--- src/rtl/fifo_arb_pkg.sv ---
// Shared types and width helpers for the FIFO write arbiter.
package fifo_arb_pkg;

    // Arbiter FSM states: waiting for a request, or serving one producer.
    typedef enum logic [0:0] {
        IDLE  = 1'b0,
        BURST = 1'b1
    } arb_state_t;

    // Width of a producer index; never narrower than one bit.
    function automatic int arb_idx_w(input int num_req);
        return (num_req > 1) ? $clog2(num_req) : 1;
    endfunction

    // Width of the per-grant beat counter, wide enough to hold MAX_BURST.
    function automatic int burst_cnt_w(input int max_burst);
        return (max_burst > 0) ? $clog2(max_burst + 1) : 1;
    endfunction

endpackage

--- src/rtl/fifo_wr_arbiter_if.sv ---
// Producer handshakes and FIFO write-port bundle shared by the arbiter
// and whatever drives it (producers plus the downstream FIFO).
interface fifo_wr_arbiter_if
    import fifo_arb_pkg::*;
#(
    parameter int NUM_REQ    = 4,
    parameter int DATA_WIDTH = 8
);
    localparam int IDX_W = arb_idx_w(NUM_REQ);

    logic [NUM_REQ-1:0]            req_valid;
    logic [NUM_REQ*DATA_WIDTH-1:0] req_data;
    logic [NUM_REQ-1:0]            req_ready;
    logic                          fifo_full;
    logic                          fifo_wr_en;
    logic [DATA_WIDTH-1:0]         fifo_wr_data;
    logic                          grant_valid;
    logic [IDX_W-1:0]              grant_id;

    // Environment side: producers present words, FIFO reports full.
    modport master (
        output req_valid,
        output req_data,
        output fifo_full,
        input  req_ready,
        input  fifo_wr_en,
        input  fifo_wr_data,
        input  grant_valid,
        input  grant_id
    );

    // Arbiter side.
    modport slave (
        input  req_valid,
        input  req_data,
        input  fifo_full,
        output req_ready,
        output fifo_wr_en,
        output fifo_wr_data,
        output grant_valid,
        output grant_id
    );

endinterface

--- src/rtl/rr_pick.sv ---
// Rotate-priority encoder: returns the first set request at or above ptr,
// wrapping around past the top index.
module rr_pick #(
    parameter int NUM_REQ = 4,
    parameter int IDX_W   = 2
) (
    input  logic [NUM_REQ-1:0] req,
    input  logic [IDX_W-1:0]   ptr,
    output logic               found,
    output logic [IDX_W-1:0]   index
);

    // Walk the requests starting at ptr; the first hit wins.
    always_comb begin
        int slot;
        slot  = 0;
        found = 1'b0;
        index = '0;
        for (int k = 0; k < NUM_REQ; k++) begin
            slot = int'(ptr) + k;
            if (slot >= NUM_REQ) begin
                slot = slot - NUM_REQ;
            end
            if (!found && req[slot]) begin
                found = 1'b1;
                index = IDX_W'(slot);
            end
        end
    end

endmodule

--- src/rtl/fifo_wr_arbiter.sv ---
// Round-robin write arbiter sharing one synchronous FIFO write port among
// NUM_REQ valid/ready producers. One producer is granted at a time for up
// to MAX_BURST beats; the FIFO write strobe and data are combinational
// from the granted producer, so there is no data latency.
module fifo_wr_arbiter
    import fifo_arb_pkg::*;
#(
    parameter int NUM_REQ    = 4,
    parameter int DATA_WIDTH = 8,
    parameter int MAX_BURST  = 4
) (
    input  logic             clk,
    input  logic             rst,
    fifo_wr_arbiter_if.slave bus
);

    localparam int IDX_W = arb_idx_w(NUM_REQ);
    localparam int CNT_W = burst_cnt_w(MAX_BURST);

    localparam logic [0:0]       ST_IDLE   = IDLE;
    localparam logic [0:0]       ST_BURST  = BURST;
    localparam logic [IDX_W-1:0] LAST_IDX  = IDX_W'(NUM_REQ - 1);
    localparam logic [CNT_W-1:0] LAST_BEAT = CNT_W'(MAX_BURST - 1);

    logic [0:0]            state;
    logic [IDX_W-1:0]      rr_ptr;
    logic [IDX_W-1:0]      grant_id_q;
    logic [CNT_W-1:0]      beat_cnt;

    logic                  pick_found;
    logic [IDX_W-1:0]      pick_idx;
    logic [IDX_W-1:0]      next_ptr;

    logic                  in_burst;
    logic                  gnt_valid;
    logic [DATA_WIDTH-1:0] gnt_data;
    logic                  transfer;
    logic                  last_beat;
    logic [NUM_REQ-1:0]    ready_vec;

    rr_pick #(
        .NUM_REQ (NUM_REQ),
        .IDX_W   (IDX_W)
    ) u_rr_pick (
        .req   (bus.req_valid),
        .ptr   (rr_ptr),
        .found (pick_found),
        .index (pick_idx)
    );

    // The pointer wraps by compare-and-reset so non-power-of-two NUM_REQ
    // never lands on an index that has no producer behind it.
    assign next_ptr = (pick_idx == LAST_IDX) ? '0 : pick_idx + IDX_W'(1);

    assign in_burst  = (state == ST_BURST);
    assign transfer  = in_burst && gnt_valid && !bus.fifo_full;
    assign last_beat = (beat_cnt == LAST_BEAT);

    // Select the granted producer's valid bit and data word.
    always_comb begin
        gnt_valid = 1'b0;
        gnt_data  = '0;
        for (int i = 0; i < NUM_REQ; i++) begin
            if (grant_id_q == IDX_W'(i)) begin
                gnt_valid = bus.req_valid[i];
                gnt_data  = bus.req_data[i*DATA_WIDTH +: DATA_WIDTH];
            end
        end
    end

    // Ready goes only to the granted producer, and only while the FIFO has
    // room; it does not depend on valid, so a full FIFO always backpressures.
    always_comb begin
        ready_vec = '0;
        for (int i = 0; i < NUM_REQ; i++) begin
            if (in_burst && !bus.fifo_full && (grant_id_q == IDX_W'(i))) begin
                ready_vec[i] = 1'b1;
            end
        end
    end

    assign bus.req_ready    = ready_vec;
    assign bus.fifo_wr_en   = transfer;
    assign bus.fifo_wr_data = gnt_data;
    assign bus.grant_valid  = in_burst;
    assign bus.grant_id     = grant_id_q;

    // Grant FSM: arbitrate in IDLE, count beats in BURST, and release on the
    // last beat or as soon as the granted producer stops asserting valid.
    always_ff @(posedge clk) begin
        if (rst) begin
            state      <= ST_IDLE;
            rr_ptr     <= '0;
            grant_id_q <= '0;
            beat_cnt   <= '0;
        end else begin
            case (state)
                ST_IDLE: begin
                    if (pick_found) begin
                        grant_id_q <= pick_idx;
                        rr_ptr     <= next_ptr;
                        beat_cnt   <= '0;
                        state      <= ST_BURST;
                    end
                end
                ST_BURST: begin
                    if (!gnt_valid) begin
                        beat_cnt <= '0;
                        state    <= ST_IDLE;
                    end else if (transfer) begin
                        if (last_beat) begin
                            beat_cnt <= '0;
                            state    <= ST_IDLE;
                        end else begin
                            beat_cnt <= beat_cnt + CNT_W'(1);
                        end
                    end
                end
                default: begin
                    state <= ST_IDLE;
                end
            endcase
        end
    end

endmodule

--- src/flat_wrapper.sv ---
// flat-port wrapper written by rule: the top's interface ports become plain ports
module fifo_wr_arbiter_flat import fifo_arb_pkg::*;
#(
    parameter int NUM_REQ    = 4,
    parameter int DATA_WIDTH = 8,
    parameter int MAX_BURST  = 4
)
  (clk, rst, bus_req_valid, bus_req_data, bus_fifo_full, bus_req_ready, bus_fifo_wr_en, bus_fifo_wr_data, bus_grant_valid, bus_grant_id);
  fifo_wr_arbiter_if #(.NUM_REQ(NUM_REQ), .DATA_WIDTH(DATA_WIDTH)) bus_i ();
  input  logic clk;
  input  logic rst;
  input wire logic [$bits(bus_i.req_valid)-1:0] bus_req_valid;
  input wire logic [$bits(bus_i.req_data)-1:0] bus_req_data;
  input wire logic [$bits(bus_i.fifo_full)-1:0] bus_fifo_full;
  output wire logic [$bits(bus_i.req_ready)-1:0] bus_req_ready;
  output wire logic [$bits(bus_i.fifo_wr_en)-1:0] bus_fifo_wr_en;
  output wire logic [$bits(bus_i.fifo_wr_data)-1:0] bus_fifo_wr_data;
  output wire logic [$bits(bus_i.grant_valid)-1:0] bus_grant_valid;
  output wire logic [$bits(bus_i.grant_id)-1:0] bus_grant_id;
  assign bus_i.req_valid = bus_req_valid;
  assign bus_i.req_data = bus_req_data;
  assign bus_i.fifo_full = bus_fifo_full;
  assign bus_req_ready = bus_i.req_ready;
  assign bus_fifo_wr_en = bus_i.fifo_wr_en;
  assign bus_fifo_wr_data = bus_i.fifo_wr_data;
  assign bus_grant_valid = bus_i.grant_valid;
  assign bus_grant_id = bus_i.grant_id;
  fifo_wr_arbiter #(.NUM_REQ(NUM_REQ), .DATA_WIDTH(DATA_WIDTH), .MAX_BURST(MAX_BURST)) u_core (.clk(clk), .rst(rst), .bus(bus_i));
endmodule
--- config.mk ---
export PLATFORM = sky130hd
export DESIGN_NAME = fifo_wr_arbiter_flat
export DESIGN_NICKNAME = d
export VERILOG_FILES = /design/src/rtl/fifo_arb_pkg.sv /design/src/rtl/fifo_wr_arbiter_if.sv /design/src/rtl/rr_pick.sv /design/src/rtl/fifo_wr_arbiter.sv /design/src/flat_wrapper.sv
export SDC_FILE = /design/constraint.sdc
export NUM_CORES = 1
export LEC_CHECK = 0
export CORE_MARGIN = 2
export CORE_UTILIZATION = 37
export DETAILED_ROUTE_END_ITERATION = 7
export MAX_ROUTING_LAYER = met4
export PLACE_DENSITY_LB_ADDON = 0.12
export SETUP_SLACK_MARGIN = 0.3
export SLEW_MARGIN = 20
export SYNTH_ARGS = -nofsm -noshare
export SYNTH_HDL_FRONTEND = slang
export SYNTH_SLANG_ARGS = --single-unit
--- constraint.sdc ---
create_clock -name clk -period 3 [get_ports clk]
set_input_delay 0.6 -clock clk [delete_from_list [all_inputs] [get_ports clk]]
set_output_delay 0.6 -clock clk [all_outputs]
set_load 0.02 [all_outputs]
Yosys cells after proc, flatten, opt, wreduce, memory -nomap -nowiden

Index checks and enable logic that the tools add are counted.

Bits in registers: 8
Bits in latches: 0
Bits in writable memories: 0
Memory bits (read-only): 0
Input bits: 39
Output and inout bits: 16
Logic and storage cells: 93
Memories: 0

Add/subtract/negate cells: 9
Multipliers: 0
Divide/modulo/power cells: 0
$lt $le $gt $ge: 8
Equality and inequality tests: 7
Shift-type cells: 0
Multiplexer cells: 47
Bitwise gates (word level): 1
Reduce and logical (&&, ||, !) cells: 17

Operator list:

| operator                                             | count |
|---|---|
| < comparator 32 x 4 -> 1 bit (second input constant) | 4 |
| two-way mux 32 bit                                   | 4 |
| two-way mux 8 bit                                    | 4 |
| two-way mux 1 bit                                    | 24 |
| two-way mux 3 bit                                    | 4 |
| subtractor 3 x 3 -> 4 bit (second input constant)    | 3 |
| logical AND 1 bit                                    | 10 |
| two-way mux 2 bit                                    | 5 |
| >= comparator 3 bit (second input constant)          | 3 |
| binary-select mux 1 bit (select 2 bit)               | 4 |
| adder 2 x 2 -> 3 bit (second input constant)         | 2 |
| == test 2 bit (second input constant)                | 3 |
| case mux 3 bit (2 select lines)                      | 1 |
| zero test 1 bit                                      | 4 |
| AND reduction 2 bit                                  | 2 |
| subtractor 2 x 3 -> 4 bit (second input constant)    | 1 |
| adder 2 x 1 -> 3 bit (second input constant)         | 1 |
| adder 3 x 1 -> 3 bit (second input constant)         | 1 |
| == test 3 x 2 -> 1 bit (second input constant)       | 1 |
| >= comparator 2 x 3 -> 1 bit (second input constant) | 1 |
| inequality test 3 bit (second input constant)        | 1 |
| adder 2 x 1 -> 2 bit (second input constant)         | 1 |
| == test 2 x 1 -> 1 bit (second input constant)       | 1 |
| zero test 2 bit                                      | 1 |
| other kinds (3)                                      | 3 |

Longest topological paths before layout

Depth in word-level cells: 17
Gate-level depth with buffers: 6
Gate-level depth less buffers: 5

Hierarchy

Synthesis repeated with hierarchy kept, for this count alone.

Cell total of the unflattened synthesis: 79
Area, all modules: 729.4 sq um

Modules (own cells, without submodules):

| module          | instances | cells each | area each (sq um) | sequential area each (sq um) |
|---|---|---|---|---|
| fifo_wr_arbiter | 1         | 64         | 651.9             | 160.2 |
| rr_pick         | 1         | 15         | 77.6              | 0.0 |

Least setup slack after synthesis

Ideal clock, no wire load.

Path type: register to output
Start: register u_core.grant_id_q[0] (netlist: u_core.bus.grant_id[0])
End: output bus_fifo_wr_data[2]
Data arrival time: 1.410 ns
Data required time: 2.400 ns
Path slack: 0.990 ns
Stages on the path, launching flop included: 4
Path buffers: 2
Path through: dfxtp_1 -> buf_6 -> buf_2 -> mux4_2

Word-level cells in the longest chain between the ends: 5
Elaborated cells on any way between the ends: 8
Those cells by class: eq/ne: 3; mux: 4; reduce/logical: 1

Ends and longest elaborated chain:

| item                            | RTL line               | RTL |
|---|---|---|
| start, declared                 | fifo_wr_arbiter.sv:27  | `logic [IDX_W-1:0] grant_id_q;` |
| start signal, assigned          | fifo_wr_arbiter.sv:100 | `grant_id_q <= pick_idx;` |
| zero test 2 bit                 | fifo_wr_arbiter.sv:64  | `if (grant_id_q == IDX_W'(i)) begin` |
| two-way mux 8 bit (3 in series) | fifo_wr_arbiter.sv:64  |  |
| two-way mux 8 bit (*)           | fifo_wr_arbiter.sv:64  |  |
| end, declared                   | flat_wrapper.sv:17     | `output wire logic [$bits(bus_i.fifo_wr_data)-1:0] bus_fifo_wr_data;` |

Every way passes the cells marked *; elsewhere a longest branch is shown, timed or not.

Final worst setup path

Start: input bus_fifo_full
End: output bus_req_ready[1]

Word-level cells in the longest chain between the ends: 4

Ends and longest elaborated chain:

| item                            | RTL line              | RTL |
|---|---|---|
| start, declared                 | flat_wrapper.sv:14    | `input wire logic [$bits(bus_i.fifo_full)-1:0] bus_fifo_full;` |
| zero test 1 bit                 | fifo_wr_arbiter.sv:76 | `if (in_burst && !bus.fifo_full && (grant_id_q == IDX_W'(i))) begin` |
| logical AND 1 bit (2 in series) | fifo_wr_arbiter.sv:76 |  |
| two-way mux 1 bit               | fifo_wr_arbiter.sv:76 |  |
| end, declared                   | flat_wrapper.sv:15    | `output wire logic [$bits(bus_i.req_ready)-1:0] bus_req_ready;` |

Every way passes these cells.

==> flow_metrics.env <==
export IMPL_port_buffers=54
export IMPL_rsz0062_at_grt="false"
export IMPL_drv_cap=0
export IMPL_antenna_found_initial=0
export IMPL_die_area_um2=2490
export IMPL_synth_seq_cells=8
export IMPL_max_freq_ghz=0.379
export IMPL_cts_max_level=1
export IMPL_fin_skew_ps=6.68
export IMPL_drt_iter0_markers=23
export IMPL_synth_warning_count=0
export IMPL_endpoint="bus_req_ready[1]"
export IMPL_clock_latency_ps=260
export IMPL_busiest_layer="met2"
export IMPL_report_final_hold_viol_count=0
export IMPL_clock_sinks=8
export IMPL_grt_util_met1_pct=26.6
export IMPL_synthFlopType="dfxtp_1"
export IMPL_syn_inst=86
export IMPL_reg2reg_to="u_core.beat_cnt[0]"
export IMPL_synth_area_um2=781
export IMPL_crit_path_start_kind="input port"
export IMPL_critPathKind="in -> out"
export IMPL_clk_pin_slew_worst_paths_ps=50
export IMPL_initial_core_util_pct=39.4
export IMPL_reg2reg_slack_ps=1210
export IMPL_power_density_nw_per_um2=350
export IMPL_dr_pass1_iters=4
export IMPL_crit_arrival_ps=2040
export IMPL_num_vias=914
export IMPL_clockBufferDepth=2
export IMPL_grt_pass1_vias=873
export IMPL_final_cell_mix="clkdlybuf4s50_1, mux4_2, nor2_1"
export IMPL_synth_avg_cell_area_um2=9.08
export IMPL_die_w_um=49.9
export IMPL_cts_tree="built"
export IMPL_setup_viol=0
export IMPL_r2r_start="u_core.bus.grant_id[1]"
export IMPL_peakVddDrop_mv=0.333
export IMPL_drc=0
export IMPL_grt_use_total_pct=22.0
export IMPL_fin_setup_tns_ps=0
export IMPL_cts_root_buf="clkbuf_4"
export IMPL_slew_viol_final=0
export IMPL_viasPerCell=5.41
export IMPL_gr_usage_met3_pct=6.67
export IMPL_period_share_pct=88.0
export IMPL_synth_net_count=126
export IMPL_core_um2=1980
export IMPL_top_level_ports=55
export IMPL_cts_inserted_buffers=3
export IMPL_ys_seq_area_share_pct=20.5
export IMPL_critPathLaunch="bus_fifo_full"
export IMPL_grt_use_met2_pct=33.8
export IMPL_worst_pin_slew_ps=547
export IMPL_placementRows=16
export IMPL_finalNetCount=184
export IMPL_cp_required_ps=2400
export IMPL_synthArstFlopShare_pct=0
export IMPL_post_cts_setup_buffers=0
export IMPL_post_dp_hpwl_um=1890
export IMPL_p_leak_nw=0.552
export IMPL_outcome="complete, no violations"
export IMPL_critical_path_max_fanout=5
export IMPL_place_gp_congestion=0.817
export IMPL_synth_distinct_cells=37
export IMPL_synthToLayoutAreaGrowth_pct=77.2
export IMPL_grt_pass1_wl_um=4020
export IMPL_ant_nets=0
export IMPL_postLayoutCoreUtil_pct=69.8
export IMPL_finalWorstSetupSlack_ps=360
export IMPL_final_common_cell="clkdlybuf4s50_1"
export IMPL_n_antenna_cell=0
export IMPL_synth_edf_count=0
export IMPL_drt_wirelength_per_cell_um=13.9
export IMPL_hold_class="reg -> reg"
export IMPL_grt_remaining_overflow=0
export IMPL_dpl_worst_slack_ps=173
export IMPL_grt_max_degree=16
export IMPL_drive_above_1_share_pct=14.8
export IMPL_end_kind="output port"
export IMPL_rr_worst_depth=5
export IMPL_fin_crit_ps=2640
export IMPL_die_h_um=49.9
export IMPL_relSlewSlack_pct=63.5
export IMPL_routed_wl_um=2340
-- cells in the mapped netlist (all sizes together), types with 2 or more instances --
master  number  area (um2)
nand3        2        10.0
mux4         9         203
nor4b        2        17.5
buf          4        28.8
nor2         9        33.8
o21ai        3        15.0
a21oi        7        38.8
and3         2        12.5
nand2b       2        12.5
dfxtp        8         160
and2         2        15.0
nor3         3        15.0
nor2b        5        31.3
nand2        3        11.3
clkbuf       2        7.51
inv          5        18.8
a22o         3        26.3
-- logic make-up (layout without fill, tap and decap cells) --
kind of cell	count (synthesis)	after routing	share of synthesized area (%)
AO/OA/AOI/OAI	19	19	16.2
adder cells (fa/ha/maj)	2	2	2.88
buffers and inverters	11	67	7.05
flip-flops	8	8	20.5
multiplexers	10	10	27.2
AND/OR/NAND/NOR	36	36	26.1
-- worst min path at each step --
| stage | from | to | slack, ps | depth (start not counted) |
|---|---|---|---|---|
| after CTS | u_core.beat_cnt[2] | u_core.beat_cnt[2] | 470 | 2 |
| after detailed placement | u_core.beat_cnt[2] | u_core.beat_cnt[2] | 470 | 2 |
| after global placement | u_core.beat_cnt[2] | u_core.beat_cnt[2] | 460 | 2 |
| final | u_core.beat_cnt[2] | u_core.beat_cnt[2] | 470 | 2 |
| after global routing | u_core.beat_cnt[2] | u_core.beat_cnt[2] | 510 | 2 |
| after floorplan | u_core.beat_cnt[2] | u_core.beat_cnt[2] | 440 | 2 |
-- routing by layer --
| layer | part of all wire, % | vias up |
|---|---|---|
| met2 | 45 | 47 |
| met3 | 9.2 | 4 |
| li1 | - | 444 |
| met4 | 1.7 | 0 |
| met1 | 44 | 419 |
| met5 | 0 | - |
-- per-stage QoR --
step                power [mW]  hold WS (ps)  area [um2]  cells
global placement         0.402           464        1360    166
finish                   0.484           469        1380    169
global route             0.523           514        1380    169
detailed placement       0.406           467        1360    166
floorplan                0.286           444         781     86
CTS                      0.489           475        1380    169
-- report_power, final --
part	leakage, nW	switching [mW]	internal (mW)	total (mW)
combinational	0.472	0.102	0.156	0.258
clock	0.0138	0.0359	0.0457	0.0816
sequential	0.0658	0.0272	0.117	0.145
-- timing repair --
item	in CTS	in global routing
hold buffers	0	0
setup endpoints to repair	5	2
resized for setup	3	2
-- area by class of cell --
type                            count  area (um2)
Clock buffer                        3        22.5
Fill cell                         145         598
Inverter                            5        18.8
Multi-Input combinational cell     67         568
Sequential cell                     8         160
Tap cell                           27        33.8
Timing Repair Buffer               59         581
-- worst max-delay path, cell delays in order --
cell and delay, ps:
clkdlybuf4s50_1 460, nor2b_2 200, and3b_1 180, clkdlybuf4s50_1 600
Note: power is estimated with default switching activity, not from simulation.
